==> config.mk <==
export PLATFORM = sky130hd
export DESIGN_NAME = imem_port_arbiter
export DESIGN_NICKNAME = d
export VERILOG_FILES = /design/src/rtl/imem_port_arbiter.sv
export SDC_FILE = /design/constraint.sdc
export NUM_CORES = 1
export LEC_CHECK = 0
export ABC_AREA = 1
export BUFFER_PORTS_ARGS = -buffer_cell sky130_fd_sc_hd__clkbuf_2
export CAP_MARGIN = 15
export CORE_AREA = 2 2 77 79
export CTS_BUF_LIST = sky130_fd_sc_hd__clkbuf_8 sky130_fd_sc_hd__clkbuf_16
export DETAILED_ROUTE_END_ITERATION = 12
export DIE_AREA = 0 0 79 81
export MAX_ROUTING_LAYER = met4
export PLACE_DENSITY = 0.69
export SYNTH_ARGS = -nofsm -noshare
export SYNTH_HDL_FRONTEND = slang
export SYNTH_SLANG_ARGS = --single-unit
==> constraint.sdc <==
create_clock -name clk -period 4.7 [get_ports clk]
set_clock_uncertainty 0.1 [all_clocks]
set_input_delay 1.175 -clock clk [delete_from_list [all_inputs] [get_ports clk]]
set_output_delay 1.175 -clock clk [all_outputs]
set_load 0.05 [all_outputs]
==> src/rtl/imem_port_arbiter.sv <==
// Shares the single-port 64x32 instruction BRAM between fetch and the debug loader.
// IMEM_DBG_READBACK_EN: when defined, debug reads access the BRAM; otherwise they ack with zero.
module imem_port_arbiter #(
  parameter int unsigned WAIT_MAX = 7
) (
  input  logic        clk,
  input  logic        Rst,
  input  logic        debug,
  input  logic        f_req,
  input  logic [7:0]  f_addr,
  output logic        f_stall,
  output logic        f_valid,
  output logic [31:0] f_ins,
  input  logic        dbg_req,
  input  logic        dbg_we,
  input  logic [7:0]  dbg_addr,
  input  logic [31:0] dbg_wdata,
  output logic        dbg_ack,
  output logic [31:0] dbg_rdata,
  output logic        mem_en,
  output logic [3:0]  mem_we,
  output logic [5:0]  mem_addr,
  output logic [31:0] mem_din,
  input  logic [31:0] mem_dout
);

  localparam logic [2:0] WaitMax = 3'(WAIT_MAX);

  typedef enum logic [1:0] {StIdle, StFetch, StDbgRd, StDbgWr} state_e;

  state_e     state_q, state_d;
  logic [2:0] wait_q, wait_d;
  logic       nrb_ack_q;

  logic dbg_busy, dbg_elig, dbg_slot, dbg_nrb, dbg_win, f_win;
  logic unused_addr_bits;

  assign unused_addr_bits = ^{f_addr[1:0], dbg_addr[1:0]};

  always_comb begin
    // No new debug grant while its previous op is still being acked.
    dbg_busy = (state_q == StDbgRd) || (state_q == StDbgWr) || nrb_ack_q;
    dbg_elig = dbg_req && !dbg_busy;
`ifdef IMEM_DBG_READBACK_EN
    dbg_slot = dbg_elig;
    dbg_nrb  = 1'b0;
`else
    // Reads need no BRAM slot: accepted at once, alongside any fetch.
    dbg_slot = dbg_elig && dbg_we;
    dbg_nrb  = dbg_elig && !dbg_we;
`endif
    dbg_win = dbg_slot && (debug || !f_req || (wait_q == WaitMax));
    f_win   = f_req && !dbg_win;

    if (dbg_win) begin
      state_d = dbg_we ? StDbgWr : StDbgRd;
    end else if (f_win) begin
      state_d = StFetch;
    end else begin
      state_d = StIdle;
    end

    if (!dbg_req || dbg_win || dbg_nrb) begin
      wait_d = 3'd0;
    end else if (dbg_slot && (wait_q != WaitMax)) begin
      wait_d = wait_q + 3'd1;
    end else begin
      wait_d = wait_q;
    end
  end

  always_ff @(posedge clk) begin
    if (Rst) begin
      state_q   <= StIdle;
      wait_q    <= 3'd0;
      nrb_ack_q <= 1'b0;
    end else begin
      state_q   <= state_d;
      wait_q    <= wait_d;
      nrb_ack_q <= dbg_nrb;
    end
  end

  always_comb begin
    f_stall   = 1'b0;
    f_valid   = 1'b0;
    f_ins     = 32'd0;
    dbg_ack   = 1'b0;
    dbg_rdata = 32'd0;
    mem_en    = 1'b0;
    mem_we    = 4'b0000;
    mem_addr  = 6'd0;
    mem_din   = 32'd0;
    if (!Rst) begin
      f_stall = f_req && !f_win;
      mem_en  = dbg_win || f_win;
      if (dbg_win) begin
        mem_addr = dbg_addr[7:2];
        if (dbg_we) begin
          mem_we  = 4'b1111;
          mem_din = dbg_wdata;
        end
      end else if (f_win) begin
        mem_addr = f_addr[7:2];
      end

      f_valid = (state_q == StFetch);
      f_ins   = f_valid ? mem_dout : 32'd0;
      dbg_ack = dbg_busy;
      if (state_q == StDbgRd) begin
        dbg_rdata = mem_dout;
      end
    end
  end

endmodule

==> impl_metrics.toml <==
[finish]
drive_gt1_share_pct = 53.8
layout_commonest_cell = "clkbuf_2"
nets = 523
area_delta_synth_final_pct = 69.1
layout_common_cells = "clkbuf_2, nor2_1, inv_1, nor2_4, nand2_1"
fillers = 646
final_core_util_pct = 42.7
diodes = 0

[timing]
finalSetupViolCount = 0
worst_slew_pin_slew_ns = 0.515
rsz0062_at_grt = "false"
fin_crit_ns = 3.85
period_share_pct = 81.9
finalMaxSlewViolations = 0
setup_ws_ns = 0.852
fin_setup_tns_ns = 0
relSlewSlack_pct = 65.6
finalHoldViolCount = 0
clock.fmax_mhz = 260

[clock_tree]
clkTransAtPathRegs_ns = 0.03
cts_made_buffers = 3
cts_sinks = 6
cts_tree = "yes"
cts_root_buf = "clkbuf_8"
post_cts_resized = 0
postCtsSetupRepairBufs = 0
cts_buffer_depth = 2
htree_levels = 1
postCtsHoldBufs = 0
insertion_delay_ns = 0.22

[yosys]
syn-cell-area_mm2 = 0.00143
synth_fp_nets = 338
synth_cell_types = 17
ys_warn_count = 0
syn_inst = 250
ys_top_cells_by_area = "nor2_4, nor2_1, inv_1, dfxtp_1, nand2_1"
ys_ff_latch = 6
synth_top_cell_by_area = "nor2_4"
synth.avg_cell_area_um2 = 5.74
yosysSeqAreaShare_pct = 8.38
synth_top_area_share_pct = 22.8

[critical_path]
critical_path_arrival_ns = 2.57
critical_path.max_fanout = 35
worstSetupEndpointType = "primary output"
critPathKind = "in2out"
cp_data_required_time_ns = 3.42
critPathLaunchType = "primary input"

[drt]
ant_nets = 0
dr.first_iter.drc_count = 34
viasPerCell = 3.90
wl_per_cell_um = 9.45
vias = 1982
drc_errors = 0
wl_um = 4800
firstDrtPassIters = 4

[min_path]
min_path_type = "reg2reg"

[grt]
grt-busiest-layer = "met2"
grt_pass1_vias = 1630
antenna_found_initial = 0
grt_pass1_wl_um = 6970
grt_start_max_net_pins = 36
gr-usage-met1_pct = 14.0
grt_overflow = 0
met2_usage_pct = 26.6
use_met3_pct = 3.44
grt_usage_pct = 13.7

[place]
pre_cts_slack_ns = 0.822
io_buffer_count = 191
hpwl_um = 4190
gp_congestion = 0.782

[floorplan]
start_util_pct = 25.3
core_mm2 = 0.00568
rows = 28
die_w_um = 79
dieArea_mm2 = 0.00640
die_h_um = 81
io_pins = 196

[pwr]
finalPower_mw = 0.342
p_per_area_mw_per_mm2 = 141
peakVddDrop_v = 0.000142
power.leakage_nw = 1.70

[status]
status = "complete, no violations"

[job]
drv_cap = 0
cells in the mapped netlist (all sizes together):
| library cell | count |
|---|---|
| a21oi | 5 |
| buf | 14 |
| dfxtp | 6 |
| ha | 2 |
| inv | 77 |
| nand2 | 23 |
| nand3 | 10 |
| nand3b | 7 |
| nand4 | 1 |
| nor2 | 105 |
through the flow:
stage | hold slack, ns | cell area, um^2 | std cells
6_report | 0.373 | 2420 | 508
4_1_cts | 0.378 | 2420 | 508
3_5_place_dp | 0.372 | 2380 | 505
2_1_floorplan | 0.348 | 1430 | 250
3_3_place_gp | 0.356 | 2380 | 505
5_1_grt | 0.393 | 2420 | 508
metal layers:
metal  wire length, um  part of all wire (%)
met5                 0                     0
met4                36                  0.75
met3               450                   9.4
met2              2550                    53
met1              1760                    37
sequential cells by signal, summed over array words and instances (netlist names):
signal,count
wait_q,3
state_q,2
nrb_ack_q,1
area by class of cell:
| type | instances | area [um^2] | area share [%] |
|---|---|---|---|
| clock buffers | 3 | 41.3 | 1.70 |
| inverters | 77 | 289 | 11.9 |
| multi-input cells | 153 | 902 | 37.2 |
| flip-flops and latches | 6 | 120 | 4.95 |
| well taps | 75 | 93.8 | 3.87 |
| repair buffers | 194 | 978 | 40.4 |
critical path, stage by stage:
cell and delay [ns]:
clkbuf_2 0.16, nand3b_1 0.15, inv_2 0.07, nor2_8 0.17
nand2_8 0.32, nor2_1 0.20, clkbuf_2 0.30
cells by family (layout without fill, tap and decap cells):
| group | after synthesis | in the layout | synth area share [%] |
|---|---|---|---|
| buf+inv | 91 | 274 | 28.7 |
| flops | 6 | 6 | 8.38 |
| fa+ha+maj | 2 | 2 | 1.74 |
| compound gates | 5 | 5 | 1.74 |
| simple gates | 146 | 146 | 59.4 |
path summary, 6_finish.rpt:
check / startpoint / end / slack (ns) / depth (start not counted)
setup / recovery: f_req / mem_din[0] / 0.85 / 7
hold / removal: wait_q[2] / wait_q[2] / 0.37 / 2
setup reg to reg: wait_q[0] / state_q[1] / 2.99 / 8
hold reg to reg: wait_q[2] / wait_q[2] / 0.37 / 2
report_power, final:
part | leakage, nW | switching, mW | internal, mW | total, mW
Clock | 0.0216 | 0.0211 | 0.0549 | 0.0760
Combinational | 1.62 | 0.154 | 0.0584 | 0.212
Sequential | 0.0489 | 0.00106 | 0.0528 | 0.0539
(Power assumes the default switching activity.)
